File: src/rtl/spi_slave_pkg.sv
// Shared types, defaults and mode helpers for the oversampled SPI slave.
package spi_slave_pkg;

    localparam int unsigned DEF_DATA_WIDTH  = 32;
    localparam int unsigned DEF_FIFO_DEPTH  = 4;
    localparam int unsigned DEF_SYNC_STAGES = 2;

    typedef enum logic [1:0] {
        MODE0 = 2'b00,
        MODE1 = 2'b01,
        MODE2 = 2'b10,
        MODE3 = 2'b11
    } spi_mode_e;

    // Data is sampled on the rising SCLK edge when CPOL == CPHA.
    function automatic logic sample_on_rise(input spi_mode_e m);
        return (m == MODE0) || (m == MODE3);
    endfunction

endpackage

File: src/rtl/spi_slave_fifo.sv
// First-word-fall-through RX FIFO; head reads as zero while empty.
module spi_slave_fifo #(
    parameter int unsigned WIDTH = 32,
    parameter int unsigned DEPTH = 4
) (
    input  logic                         clk,
    input  logic                         reset,
    input  logic                         push_i,
    input  logic [WIDTH-1:0]             push_data_i,
    input  logic                         pop_i,
    output logic [WIDTH-1:0]             head_o,
    output logic                         full_o,
    output logic                         empty_o,
    output logic [$clog2(DEPTH+1)-1:0]   level_o
);

    localparam int unsigned AW = $clog2(DEPTH);
    localparam int unsigned LW = $clog2(DEPTH + 1);

    logic [WIDTH-1:0] mem_q [DEPTH];
    logic [AW-1:0]    wr_ptr_q;
    logic [AW-1:0]    rd_ptr_q;
    logic [LW-1:0]    level_q;
    logic             do_push;
    logic             do_pop;

    assign empty_o = (level_q == '0);
    assign full_o  = (level_q == LW'(DEPTH));
    assign do_pop  = pop_i && !empty_o;
    // A push into a full FIFO only succeeds when the head leaves in the same cycle.
    assign do_push = push_i && (!full_o || do_pop);

    always_ff @(posedge clk or negedge reset) begin
        if (!reset) begin
            wr_ptr_q <= '0;
            rd_ptr_q <= '0;
            level_q  <= '0;
        end else begin
            if (do_push) wr_ptr_q <= wr_ptr_q + AW'(1);
            if (do_pop)  rd_ptr_q <= rd_ptr_q + AW'(1);
            case ({do_push, do_pop})
                2'b10:   level_q <= level_q + LW'(1);
                2'b01:   level_q <= level_q - LW'(1);
                default: level_q <= level_q;
            endcase
        end
    end

    always_ff @(posedge clk) begin
        if (do_push) mem_q[wr_ptr_q] <= push_data_i;
    end

    assign head_o  = empty_o ? '0 : mem_q[rd_ptr_q];
    assign level_o = level_q;

endmodule

File: src/rtl/spi_slave_ctrl.sv
// Oversampled multi-word SPI slave with RX FIFO, overflow and frame-error reporting.
// Define SPI_SLAVE_MISO_EN to add the single-entry MISO transmit path.
module spi_slave_ctrl
    import spi_slave_pkg::*;
#(
    parameter int unsigned DATA_WIDTH  = DEF_DATA_WIDTH,
    parameter int unsigned FIFO_DEPTH  = DEF_FIFO_DEPTH,
    parameter int unsigned SYNC_STAGES = DEF_SYNC_STAGES
) (
    input  logic                              clk,
    input  logic                              reset,
    input  logic                              SCLK,
    input  logic                              SS,
    input  logic                              MOSI,
    input  logic [1:0]                        mode,
    output logic [DATA_WIDTH-1:0]             rx_data,
    output logic                              rx_valid,
    input  logic                              rx_ready,
    output logic [$clog2(FIFO_DEPTH+1)-1:0]   rx_level,
    output logic                              overflow,
    input  logic                              ovf_clr,
`ifdef SPI_SLAVE_MISO_EN
    output logic                              MISO,
    input  logic [DATA_WIDTH-1:0]             tx_data,
    input  logic                              tx_valid,
    output logic                              tx_ready,
    output logic                              tx_underrun,
`endif
    output logic                              frame_err
);

    localparam int unsigned CW = $clog2(DATA_WIDTH);

    logic [SYNC_STAGES-1:0] sclk_sync_q, ss_sync_q, mosi_sync_q, prime_q;
    logic                   sclk_d1_q, ss_d1_q;
    logic                   samp_q, mosi_q, ss_low_q, ss_rise_q, armed_q;
    logic                   sclk_s, ss_s, on_rise, sclk_rise, sclk_fall;
`ifdef SPI_SLAVE_MISO_EN
    logic                   shft_q, ss_fall_q;
`endif

    assign sclk_s    = sclk_sync_q[SYNC_STAGES-1];
    assign ss_s      = ss_sync_q[SYNC_STAGES-1];
    assign on_rise   = sample_on_rise(spi_mode_e'(mode));
    assign sclk_rise = sclk_s & ~sclk_d1_q;
    assign sclk_fall = ~sclk_s & sclk_d1_q;

    // Synchronisers plus one registered edge-detect stage; armed_q blocks a frame caught mid-flight at reset release.
    always_ff @(posedge clk or negedge reset) begin
        if (!reset) begin
            sclk_sync_q <= '0;
            ss_sync_q   <= '1;
            mosi_sync_q <= '0;
            prime_q     <= '0;
            sclk_d1_q   <= 1'b0;
            ss_d1_q     <= 1'b1;
            samp_q      <= 1'b0;
            mosi_q      <= 1'b0;
            ss_low_q    <= 1'b0;
            ss_rise_q   <= 1'b0;
            armed_q     <= 1'b0;
`ifdef SPI_SLAVE_MISO_EN
            shft_q      <= 1'b0;
            ss_fall_q   <= 1'b0;
`endif
        end else begin
            sclk_sync_q <= {sclk_sync_q[SYNC_STAGES-2:0], SCLK};
            ss_sync_q   <= {ss_sync_q[SYNC_STAGES-2:0], SS};
            mosi_sync_q <= {mosi_sync_q[SYNC_STAGES-2:0], MOSI};
            prime_q     <= {prime_q[SYNC_STAGES-2:0], 1'b1};
            sclk_d1_q   <= sclk_s;
            ss_d1_q     <= ss_s;
            samp_q      <= on_rise ? sclk_rise : sclk_fall;
            mosi_q      <= mosi_sync_q[SYNC_STAGES-1];
            ss_low_q    <= ~ss_s;
            ss_rise_q   <= ss_s & ~ss_d1_q;
            if (prime_q[SYNC_STAGES-1] && ss_s) armed_q <= 1'b1;
`ifdef SPI_SLAVE_MISO_EN
            shft_q      <= on_rise ? sclk_fall : sclk_rise;
            ss_fall_q   <= ~ss_s & ss_d1_q;
`endif
        end
    end

    logic [DATA_WIDTH-2:0] shift_q, shift_d;
    logic [CW-1:0]         bit_cnt_q, bit_cnt_d;
    logic                  overflow_q, overflow_d;
    logic                  frame_err_q, frame_err_d;
    logic [DATA_WIDTH-1:0] word;
    logic                  active, word_done, fifo_full, fifo_empty, fifo_pop;

    assign active    = armed_q & ss_low_q;
    assign word      = {shift_q, mosi_q};
    assign word_done = active & samp_q & (bit_cnt_q == CW'(DATA_WIDTH - 1));
    assign fifo_pop  = rx_ready & ~fifo_empty;

    always_comb begin
        shift_d     = shift_q;
        bit_cnt_d   = bit_cnt_q;
        frame_err_d = 1'b0;
        if (!active) begin
            bit_cnt_d   = '0;
            frame_err_d = ss_rise_q && (bit_cnt_q != '0);
        end else if (samp_q) begin
            shift_d   = word[DATA_WIDTH-2:0];
            bit_cnt_d = word_done ? '0 : bit_cnt_q + CW'(1);
        end
        overflow_d = (word_done & fifo_full & ~fifo_pop) | (overflow_q & ~ovf_clr);
    end

    always_ff @(posedge clk or negedge reset) begin
        if (!reset) begin
            shift_q     <= '0;
            bit_cnt_q   <= '0;
            overflow_q  <= 1'b0;
            frame_err_q <= 1'b0;
        end else begin
            shift_q     <= shift_d;
            bit_cnt_q   <= bit_cnt_d;
            overflow_q  <= overflow_d;
            frame_err_q <= frame_err_d;
        end
    end

    spi_slave_fifo #(
        .WIDTH (DATA_WIDTH),
        .DEPTH (FIFO_DEPTH)
    ) u_fifo (
        .clk         (clk),
        .reset       (reset),
        .push_i      (word_done),
        .push_data_i (word),
        .pop_i       (rx_ready),
        .head_o      (rx_data),
        .full_o      (fifo_full),
        .empty_o     (fifo_empty),
        .level_o     (rx_level)
    );

    assign rx_valid  = ~fifo_empty;
    assign overflow  = overflow_q;
    assign frame_err = frame_err_q;

`ifdef SPI_SLAVE_MISO_EN
    logic [DATA_WIDTH-1:0] hold_q, tx_shift_q;
    logic                  hold_full_q, miso_q, tx_underrun_q, tx_start;

    assign tx_start = (armed_q & ss_fall_q) | word_done;

    // MISO re-presents the bit for the current bit_cnt on every shift edge, which suits both CPHA settings.
    always_ff @(posedge clk or negedge reset) begin
        if (!reset) begin
            hold_q        <= '0;
            hold_full_q   <= 1'b0;
            tx_shift_q    <= '0;
            miso_q        <= 1'b0;
            tx_underrun_q <= 1'b0;
        end else begin
            tx_underrun_q <= 1'b0;
            if (tx_start) begin
                tx_shift_q    <= hold_full_q ? hold_q : '0;
                miso_q        <= hold_full_q & hold_q[DATA_WIDTH-1];
                tx_underrun_q <= ~hold_full_q;
                hold_full_q   <= 1'b0;
            end else if (!active) begin
                miso_q <= 1'b0;
            end else if (shft_q) begin
                miso_q <= tx_shift_q[CW'(DATA_WIDTH - 1) - bit_cnt_q];
            end
            if (tx_valid && !hold_full_q) begin
                hold_q      <= tx_data;
                hold_full_q <= 1'b1;
            end
        end
    end

    assign MISO        = miso_q;
    assign tx_ready    = ~hold_full_q;
    assign tx_underrun = tx_underrun_q;
`endif

endmodule

File: config.mk
export PLATFORM = sky130hd
export DESIGN_NAME = spi_slave_ctrl
export DESIGN_NICKNAME = d
export VERILOG_FILES = /design/src/rtl/spi_slave_pkg.sv /design/src/rtl/spi_slave_fifo.sv /design/src/rtl/spi_slave_ctrl.sv
export SDC_FILE = /design/constraint.sdc
export NUM_CORES = 1
export LEC_CHECK = 0
export CAP_MARGIN = 30
export CORE_MARGIN = 2
export CORE_UTILIZATION = 28
export CTS_BUF_LIST = sky130_fd_sc_hd__clkbuf_4
export DETAILED_ROUTE_END_ITERATION = 6
export GPL_TIMING_DRIVEN = 0
export PLACE_DENSITY = 0.56
export SLEW_MARGIN = 20
export SYNTH_ARGS = -nofsm -noshare
export SYNTH_HDL_FRONTEND = slang
export SYNTH_SLANG_ARGS = --single-unit
File: constraint.sdc
create_clock -name clk -period 2.8 [get_ports clk]
set_input_delay 0.28 -clock clk [delete_from_list [all_inputs] [get_ports clk]]
set_output_delay 0.28 -clock clk [all_outputs]
set_load 0.05 [all_outputs]
# ---- After elaboration in Yosys (flattened, before gate mapping)
# Memory sizes are Yosys's and may differ from the RTL's.
# Index checks and enable logic that the tools add are counted.
dict set report word_totals {
  input_bits 9
  memories 1
  elab_cells 70
  register_bits 60
  out_inout_bits 38
  mem_bits_rw 128
}
# name depth word_bits read_ports rd_clocked_by_memory_dff wr line_no
set mem_list {}
lappend mem_list {u_fifo.mem_q 4 32 1 0 1 spi_slave_fifo.sv:20} ;# logic [WIDTH-1:0] mem_q [DEPTH];
dict set report op_classes {
  n_mux 9
  n_eq_ne 6
  bitwise_logic 18
  reduce_logical 13
  add_sub_neg 5
}
# operator count
set op_table {}
lappend op_table {{$mux W32} 1}
lappend op_table {{$mux W5} 3}
lappend op_table {{$and A1 B1 Y1} 10}
lappend op_table {{$not A1 Y1} 7}
lappend op_table {{$pmux W3 S2} 1}
lappend op_table {{$add A5 B1 Y5 const B} 1}
lappend op_table {{$eq A5 B5 Y1 const B} 1}
lappend op_table {{$reduce_bool A5 Y1} 1}
lappend op_table {{$add A2 B1 Y2 const B} 2}
lappend op_table {{$eq A2 B2 Y1 const B} 2}
lappend op_table {{$logic_and A1 B1 Y1} 4}
lappend op_table {{$mux W1} 4}
lappend op_table {{$add A3 B1 Y3 const B} 1}
lappend op_table {{$eq A3 B3 Y1 const B} 1}
lappend op_table {{$logic_not A3 Y1} 1}
lappend op_table {{$sub A3 B1 Y3 const B} 1}
lappend op_table {{$eq A2 B1 Y1 const B} 1}
lappend op_table {{$logic_not A1 Y1} 2}
lappend op_table {{$logic_not A2 Y1} 1}
lappend op_table {{$logic_or A1 B1 Y1} 2}
lappend op_table {{$ne A2 B2 Y1 const B} 1}
lappend op_table {{$reduce_and A2 Y1} 1}
lappend op_table {{$reduce_bool A2 Y1} 1}
lappend op_table {{$or A1 B1 Y1} 1}

# ---- Depth between registers and ports, before layout
# Gate-level depths: netlist of the first run.
dict set report depth {
  depth_word 7
  depth_mapped 12
  depth_no_buf 11
}

# ---- Modules after synthesis
# From an unflattened synthesis of the first run, not the netlist that was laid out.
dict set report unflattened {
  cells_unflattened 374
  hier_area_um2 7252.0
}
# mod seq_area_each_um2 n_inst cells_per_inst area_per_inst_um2
set modules_own_cells {}
lappend modules_own_cells {spi_slave_fifo 4018.9 1 242 5276.3}
lappend modules_own_cells {spi_slave_ctrl 1330.0 1 132 1975.6}

# ---- Worst setup path before layout of the first run
# No wires, ideal clock.
dict set report synth_timing {
  kind {register to register}
  from {register u_fifo.level_q[1], in the netlist u_fifo.level_o[1]}
  to {register u_fifo.level_q[2], in the netlist u_fifo.level_o[2]}
  path_slack_ns 0.263
  setup_ns 0.082
  period_less_slack_ns 2.537
  required_ns 2.718
  path_stages_with_launch 11
  arrival_time_ns 2.455
  path_cell_list {dfrtp_1 or4b_1 and3_1 buf_6 inv_1 ha_1 inv_1 fa_1 xor2_1 nor2_1 xor2_1}
}
dict set report synth_via {
  elab_chain_len 7
  elab_cells_between_ends 13
  cone_classes {2 x add/sub; 3 x eq/ne; 1 x mux; 7 x reduce/logical}
}
# item line_no
set synth_lines {}
lappend synth_lines {{start: declaration} spi_slave_fifo.sv:23} ;# logic [LW-1:0] level_q;
lappend synth_lines {{start signal: assignment} spi_slave_fifo.sv:42} ;# 2'b10: level_q <= level_q + LW'(1);
lappend synth_lines {{start signal: assignment} spi_slave_fifo.sv:43} ;# 2'b01: level_q <= level_q - LW'(1);
lappend synth_lines {{start signal: assignment} spi_slave_fifo.sv:44} ;# default: level_q <= level_q;
lappend synth_lines {{$logic_not A3 Y1} spi_slave_fifo.sv:27} ;# assign empty_o = (level_q == '0);
lappend synth_lines {{$logic_not A1 Y1} spi_slave_fifo.sv:29} ;# assign do_pop = pop_i && !empty_o;
lappend synth_lines {{$logic_and A1 B1 Y1} spi_slave_fifo.sv:29}
lappend synth_lines {{$logic_or A1 B1 Y1} spi_slave_fifo.sv:31} ;# assign do_push = push_i && (!full_o || do_pop);
lappend synth_lines {{$logic_and A1 B1 Y1} spi_slave_fifo.sv:31}
lappend synth_lines {{$eq A2 B1 Y1 / $eq A2 B2 Y1 (equally long branches)} spi_slave_fifo.sv:41} ;# case ({do_push, do_pop})
lappend synth_lines {{$pmux W3 S2 / $reduce_bool A2 Y1 (equally long branches)} --}
# Parallel ways exist; a longest one is shown, timed or not.
# A chain may end at the register's enable or synchronous reset.

# ---- Worst setup path after layout of the first run
dict set report layout_timing {
  from {register bit_cnt_q[0]}
  to {register u_fifo.level_q[2], in the netlist u_fifo.level_o[2]}
}
dict set report layout_via {
  elab_chain_len 5
  elab_cells_between_ends 7
  cone_classes {3 x eq/ne; 1 x mux; 1 x bitwise; 2 x reduce/logical}
}
# item line_no
set layout_lines {}
lappend layout_lines {{start: declaration} spi_slave_ctrl.sv:86} ;# logic [CW-1:0] bit_cnt_q, bit_cnt_d;
lappend layout_lines {{start signal: assignment} spi_slave_ctrl.sv:119} ;# bit_cnt_q <= bit_cnt_d;
lappend layout_lines {{$eq A5 B5 Y1 (*)} spi_slave_ctrl.sv:94} ;# assign word_done = active & samp_q & (bit_cnt_q == CW'(DATA_WIDTH - 1));
lappend layout_lines {{$and A1 B1 Y1 (*)} spi_slave_ctrl.sv:94}
lappend layout_lines {{$logic_and A1 B1 Y1 (*)} spi_slave_fifo.sv:31}
lappend layout_lines {{$eq A2 B1 Y1 / $eq A2 B2 Y1 (equally long branches)} spi_slave_fifo.sv:41}
lappend layout_lines {{$pmux W3 S2 / $reduce_bool A2 Y1 (equally long branches)} --}
# Mark *: on every way between the ends. The rest lies on a longest branch, timed or not.

==> results of run 1 <==
==> synthesized netlist by cell type (all sizes together) <==
cell type,number
edfxtp,128
o32ai,1
o21ai,2
ha,8
nor3b,1
nand3,4
and2,37
mux2i,1
nor2,6
nand3b,1
inv,11
a21oi,4
mux2,32
or4,1
nand2,6
or3,1
o22ai,1
xnor2,4
clkbuf,8
nor4bb,1
nand4,1
and3,3
buf,9
fa,1
xor2,3
a21o,1
dfstp,3
nand2b,1
or4b,1
dfrtp,57
mux4,32
conb,1
nor4b,1
==> logic make-up (layout without fill, tap and decap cells) <==
| logic type | Yosys count | in the layout | synth area share |
|---|---|---|---|
| flops | 188 | 188 | 0.7432 |
| mux | 65 | 65 | 0.1521 |
| simple gates | 65 | 65 | 0.05459 |
| buf+inv | 28 | 107 | 0.01704 |
| fa+ha+maj | 9 | 9 | 0.01669 |
| compound gates | 9 | 9 | 0.007303 |
| xor+xnor | 7 | 7 | 0.008519 |
| other cells | 1 | 1 | 0.0005211 |
==> metrics by stage <==
stage / power (mW) / std cells
floorplan: 3.268 / 372
global placement: 3.329 / 748
detailed placement: 3.346 / 749
CTS: 4.973 / 780
global route: 5.117 / 781
finish: 4.916 / 781
==> critical path: cells and delay by family, from the launching register on <==
family	cells	cell delay [ps]
adder cells (fa/ha/maj)	4	1060
AND/OR/NAND/NOR	3	490
buffers and inverters	3	250
XOR/XNOR	2	290
flip-flops	1	460
==> placed cells by master, fill, tap and decap left out, types with 2 or more instances in the layout <==
cell type / instances
and2_1: 33
inv_1: 11
xor2_1: 3
clkbuf_2: 31
buf_16: 2
nor2_1: 6
clkdlybuf4s50_1: 12
dfstp_2: 3
dlygate4sd2_1: 5
inv_8: 5
dfrtp_1: 57
bufinv_16: 2
and2_2: 4
and3_1: 2
clkbuf_4: 19
clkinv_8: 2
buf_2: 5
inv_6: 4
o21ai_0: 2
buf_6: 3
mux2_2: 31
nand3_1: 4
edfxtp_1: 128
mux4_2: 32
ha_1: 8
a21oi_1: 4
xnor2_1: 4
nand2_1: 6
==> per-layer routing <==
layer | up-vias | routed length (um) | global-route usage
met3 | 8 | 463 | 0.02955
met2 | 55 | 6130 | 0.1655
met4 | 0 | 98 | 0.03110
met5 | - | 0 | 0
li1 | 1548 | - | -
met1 | 1760 | 5546 | 0.1226
==> power by group <==
group	internal [mW]	switching (mW)	total, mW
Combinational	0.0717	0.0576	0.129
Clock	0.601	1.03	1.63
Sequential	3.07	0.0789	3.15
==> cell type report <==
class                           count  area (um^2)
Buffer                             15        107.6
Sequential cell                   188         5349
Clock inverter                     15        209.0
Tap cell                          330        412.9
Inverter                           11        41.29
Fill cell                        2427        16830
Timing Repair Buffer               49        376.6
Multi-Input combinational cell    156         1729
Clock buffer                       17        127.6
==> what timing repair did <==
action / CTS / global route
hold buffers: 1 / 0
endpoints found under the setup margin: 33 / 28
buffers inserted: 0 / 0
gates resized for setup: 45 / 61
endpoints found under the hold margin: 60 / 0
==> registers in the layout, summed over array words and instances, names as in the netlist, 2 cells and up <==
signal	count
bit_cnt_q	5
u_fifo.mem_q	128
u_fifo.level_o	3
u_fifo.wr_ptr_q	2
ss_sync_q	2
sclk_sync_q	2
mosi_sync_q	2
shift_q	31
u_fifo.rd_ptr_q	2
prime_q	2
==> path summary, 6_finish.rpt <==
path,from,cells past startpoint,slack [ps],to
setup / recovery,bit_cnt_q[0]$_DFFE_PN0P_,12,180,u_fifo.level_o[2]$_DFFE_PN0P_
hold / removal,reset,2,110,u_fifo.level_o[0]$_DFFE_PN0P_
setup reg to reg,bit_cnt_q[0]$_DFFE_PN0P_,12,180,u_fifo.level_o[2]$_DFFE_PN0P_
hold reg to reg,ss_sync_q[0]$_DFF_PN1_,0,370,ss_sync_q[1]$_DFF_PN1_
max in group asynchronous,reset,3,2180,shift_q[3]$_DFFE_PN0P_
min in group clk,SS,1,110,ss_sync_q[0]$_DFF_PN1_
==> results.ini, run 1 <==
[cells_and_area]
fin_util = 0.3317
finalInstanceArea_mm2 = 0.008353
diodes = 0
num-nets-final = 456
syn_to_final_growth_pct = 16.06
drive_gt1_frac = 0.3326

[logic_synthesis]
netlist_area_mm2 = 0.007197
synth_area_leader_cell = edfxtp_1
ys_types = 37
syn_area_per_cell_um2 = 19.35
yosysTopAreaCellShare = 0.5341
synth.area.top_cells = edfxtp_1 (53%), dfrtp_1 (20%), mux4_2 (10%)
syn_nets = 390
ys_seq_elements = 188
ys_warn_count = 0
synthCells = 372
ys_seq_area_frac = 0.7432

[critical_path]
worst_ep_arrival_time_ps = 3100
critPathMostFrequentCell = ha_1
cp_max_fo = 7
cp-end-kind = flop
start_kind = flop
crit_type = reg2reg
max_stage_delay_ps = 460
worstPathCellList = ha_1 > and3_1 > ha_1 > and3_1 > buf_6 > inv_1 > ha_1 > inv_1 > fa_1 > xor2_1 > nor2_1 > xor2_1
cpMaxStageDelayCell = dfrtp_1
cp.required_ps = 3280

[floorplan]
dieWidth_um = 164.3
rows = 58
start_util = 0.2858
ios = 47
die_h_um = 164.3
dieArea_mm2 = 0.02700
core-area_mm2 = 0.02518

[sta]
rsz0062_at_grt = false
post-route-period-util = 0.9369
setup_ws_ps = 176.7
holdWs_ps = 107.2
finalHoldViolCount = 0
setup_viol = 0
slew_headroom = 0.3865
fin_tns_setup_ps = 0
fin_worst_skew_ps = 24.89
tightest_slew_ps = 920.3
period_minus_slack_ps = 2623
drv_slew = 0
fmax_mhz = 381.2

[detailed_routing]
ant_nets = 0
via_count = 3371
post_drt_wl_per_cell_um = 15.67
dr.pass1.iters = 5
viasPerCell = 4.316
drt-initial-drc-count = 181
drt-total-wl_um = 12240
drc = 0

[pwr]
ir_drop_v = 0.0002946
power.density_mw_per_mm2 = 588.6
leakage_nw = 3.078

[place]
hpwlAfterDp_um = 7586
place_ws_ps = 6.892
dpl-instance-area_mm2 = 0.008095
port_buffers = 46
place_congestion = 0.6656

[global_route]
grt_pass1_wl_um = 19800
grt-ovfl-total = 0
track_usage = 0.09871
grt_max_degree = 45
antenna_found_initial = 0
grt_pass1_vias = 3655

[cts]
cts_buffers = 17
root_buffer = clkbuf_4
clkTransAtPathRegs_ps = 160
cts_tree = done
insertion_delay_ps = 560
cts.sinks = 188
htree_levels = 4
cts_buffer_depth = 2

[min_path]
worstHoldPathType = in2async

[outcome]
status = finished clean

[run]
drv_cap = 0

Note: power is estimated with default switching activity, not from simulation.
==> run 2, diff against run 1 <==
--- a/config.mk
+++ b/config.mk
@@ -11,7 +11,7 @@
 export CTS_BUF_LIST = sky130_fd_sc_hd__clkbuf_4
 export DETAILED_ROUTE_END_ITERATION = 6
 export GPL_TIMING_DRIVEN = 0
-export PLACE_DENSITY = 0.56
+export PLACE_DENSITY = 0.57
 export SLEW_MARGIN = 20
 export SYNTH_ARGS = -nofsm -noshare
 export SYNTH_HDL_FRONTEND = slang
==> constraint.sdc (replaced) <==
create_clock -name clk -period 2.3 [get_ports clk]
set_input_delay 0.23 -clock clk [delete_from_list [all_inputs] [get_ports clk]]
set_output_delay 0.23 -clock clk [all_outputs]
set_load 0.05 [all_outputs]
==> run 2 against run 1 <==
  * Worst hold slack worse by 37 ps
  * First-iteration DRC count grew 5.0%
  * The flow now finishes with violations (setup timing)
  * Routed wire length up 4.4%
  * Non-clock buffer count increased by 14
  * Die area unchanged
  * Final area rose by 4.7%
  * Critical endpoint is now rx_data[14]
  * Via count is 2.9% higher
  * Setup slack got worse by 180 ps
==> results.ini, run 2 (synthesis results as in run 1) <==
[outcome]
status = complete, but fails checks
violations = setup timing

[cells_and_area]
num-nets-final = 470  ; +3.1%
final_cell_mix = edfxtp_1 (128), dfrtp_1 (53), and2_4 (35)
syn_to_final_growth_pct = 21.56
finalInstanceArea_mm2 = 0.008748  ; +4.7%
fin_util = 0.3474  ; +0.01570
diodes = 0  ; unchanged
largestRegisters = u_fifo.mem_q x128, shift_q x31, bit_cnt_q x5
largest_reg_flops = 128  ; unchanged
largest-register = u_fifo.mem_q
drive_gt1_frac = 0.4602  ; +0.1276
layout_commonest_cell = edfxtp_1

[sta]
finalHoldViolCount = 0  ; unchanged
tightest_slew_ps = 545.7  ; -374.7 ps
fmax_mhz = 433.7
post-route-period-util = 1.002
rsz0062_at_grt = true
setup_ws_ps = -5.569  ; -182.3 ps
fin_worst_skew_ps = 31.62  ; +6.735 ps
setup_viol = 2  ; +2
holdWs_ps = 69.82  ; -37.41 ps
period_minus_slack_ps = 2306
drv_slew = 0  ; unchanged
slew_headroom = 0.6362  ; +0.2498

[critical_path]
cp_max_fo = 10  ; +3
worst_ep_arrival_time_ps = 2080  ; -1020 ps
cpMaxStageDelayCell = mux4_2
worst-path-buf-inv = 3  ; unchanged
worstPathCellList = buf_8 > buf_12 > mux4_2 > and2_4 > buf_6
max_stage_delay_ps = 520  ; +60 ps
start_kind = flop
crit_type = reg2out
crit_family = multiplexers
cp-end-kind = primary output
cp.required_ps = 2070  ; -1210 ps

[cts]
insertion_delay_ps = 550  ; about the same
cts_tree = done
cts_buffers = 17  ; unchanged
cts.sinks = 188  ; unchanged
cts_buffer_depth = 2  ; unchanged
clkTransAtPathRegs_ps = 160  ; about the same
htree_levels = 4  ; unchanged
root_buffer = clkbuf_4

[place]
dpl-instance-area_mm2 = 0.008107  ; +0.14%
port_buffers = 46  ; unchanged
hpwlAfterDp_um = 7617  ; +0.41%
place_ws_ps = -540.4  ; -547.3 ps
place_congestion = 0.6985  ; +4.9%

[pwr]
ir_drop_v = 0.0003045  ; +3.3%
power.density_mw_per_mm2 = 660.2  ; +12%
leakage_nw = 3.201  ; +4.0%
finalPower_mw = 5.776  ; +17%

[floorplan]
core-area_mm2 = 0.02518  ; unchanged
dieWidth_um = 164.3  ; unchanged
dieArea_mm2 = 0.02700  ; unchanged
die_h_um = 164.3  ; unchanged
rows = 58  ; unchanged
ios = 47  ; unchanged
start_util = 0.2858  ; unchanged

[global_route]
antenna_found_initial = 0  ; unchanged
grt_max_degree = 33  ; -27%
grt_pass1_wl_um = 20050  ; +1.3%
grt-ovfl-total = 0  ; unchanged
track_usage = 0.1003  ; +0.001545
grt_pass1_vias = 3635  ; -0.55%

[detailed_routing]
viasPerCell = 4.362  ; +1.1%
drc = 0  ; unchanged
via_count = 3468  ; +2.9%
drt-initial-drc-count = 190  ; +5.0%
drt-total-wl_um = 12780  ; +4.4%
post_drt_wl_per_cell_um = 16.07  ; +2.6%
ant_nets = 0  ; unchanged
dr.pass1.iters = 4  ; -1

[min_path]
worstHoldPathType = in2reg

[run]
drv_cap = 0  ; unchanged

==> run 2: worst paths after layout <==
kind / end / cells past startpoint / slack, ps / start
setup / recovery: rx_data[14] / 5 / -6 / u_fifo.rd_ptr_q[0]$_DFFE_PN0P_
hold / removal: ss_sync_q[0]$_DFF_PN1_ / 1 / 70 / SS
setup reg to reg: u_fifo.level_o[2]$_DFFE_PN0P_ / 9 / 50 / u_fifo.level_o[0]$_DFFE_PN0P_
hold reg to reg: ss_sync_q[1]$_DFF_PN1_ / 0 / 370 / ss_sync_q[0]$_DFF_PN1_
max in group asynchronous: shift_q[24]$_DFFE_PN0P_ / 3 / 1610 / reset
min in group asynchronous: prime_q[0]$_DFF_PN0_ / 2 / 150 / reset
==> run 2: worst reg2reg max path: cells and delay by family (launching register included) <==
kind                       cells  cell delay (ps)
DFF                            1              450
adders and majority gates      2              440
and+or+nand+nor                3              880
buffers and inverters          2               90
xor gates and xnor gates       2              310
==> run 2: routing by layer <==
metal	vias up	part of all wire	global-route usage
met2	57	0.51	0.1717
met1	1821	0.44	0.1251
li1	1580	-	-
met5	-	0	0
met3	10	0.038	0.02904
met4	0	0.0080	0.02392
==> run 2: cell type report <==
class | instances | area [um^2]
well taps | 330 | 412.9
flip-flops and latches | 188 | 5354
clock buffers | 18 | 135.1
inverters | 11 | 43.79
plain buffers | 14 | 140.1
repair buffers | 64 | 654.4
clock inverters | 14 | 152.6
fillers | 2364 | 16430
multi-input cells | 156 | 1856
==> run 2: what timing repair did <==
item	4_1_cts	5_1_grt
buffers inserted	7	9
pin swaps	5	8
endpoints found under the hold margin	60	0
gates resized for setup	292	14
endpoints found under the setup margin	163	33
hold buffers	1	0
==> run 2: report_power, final <==
group	switching [mW]	total, mW	internal [mW]
combinational	0.0766	0.165	0.0888
clock	1.17	1.77	0.599
sequential	0.0947	3.84	3.74
total	1.34	5.78	4.43
==> run 2: stage by stage <==
| step | setup TNS (ps) | std cells |
|---|---|---|
| floorplan | -117.5 | 372 |
| global placement | -117830 | 748 |
| detailed placement | -51850 | 749 |
| CTS | -2194 | 786 |
| global route | -3614 | 795 |
| finish | -7.241 | 795 |
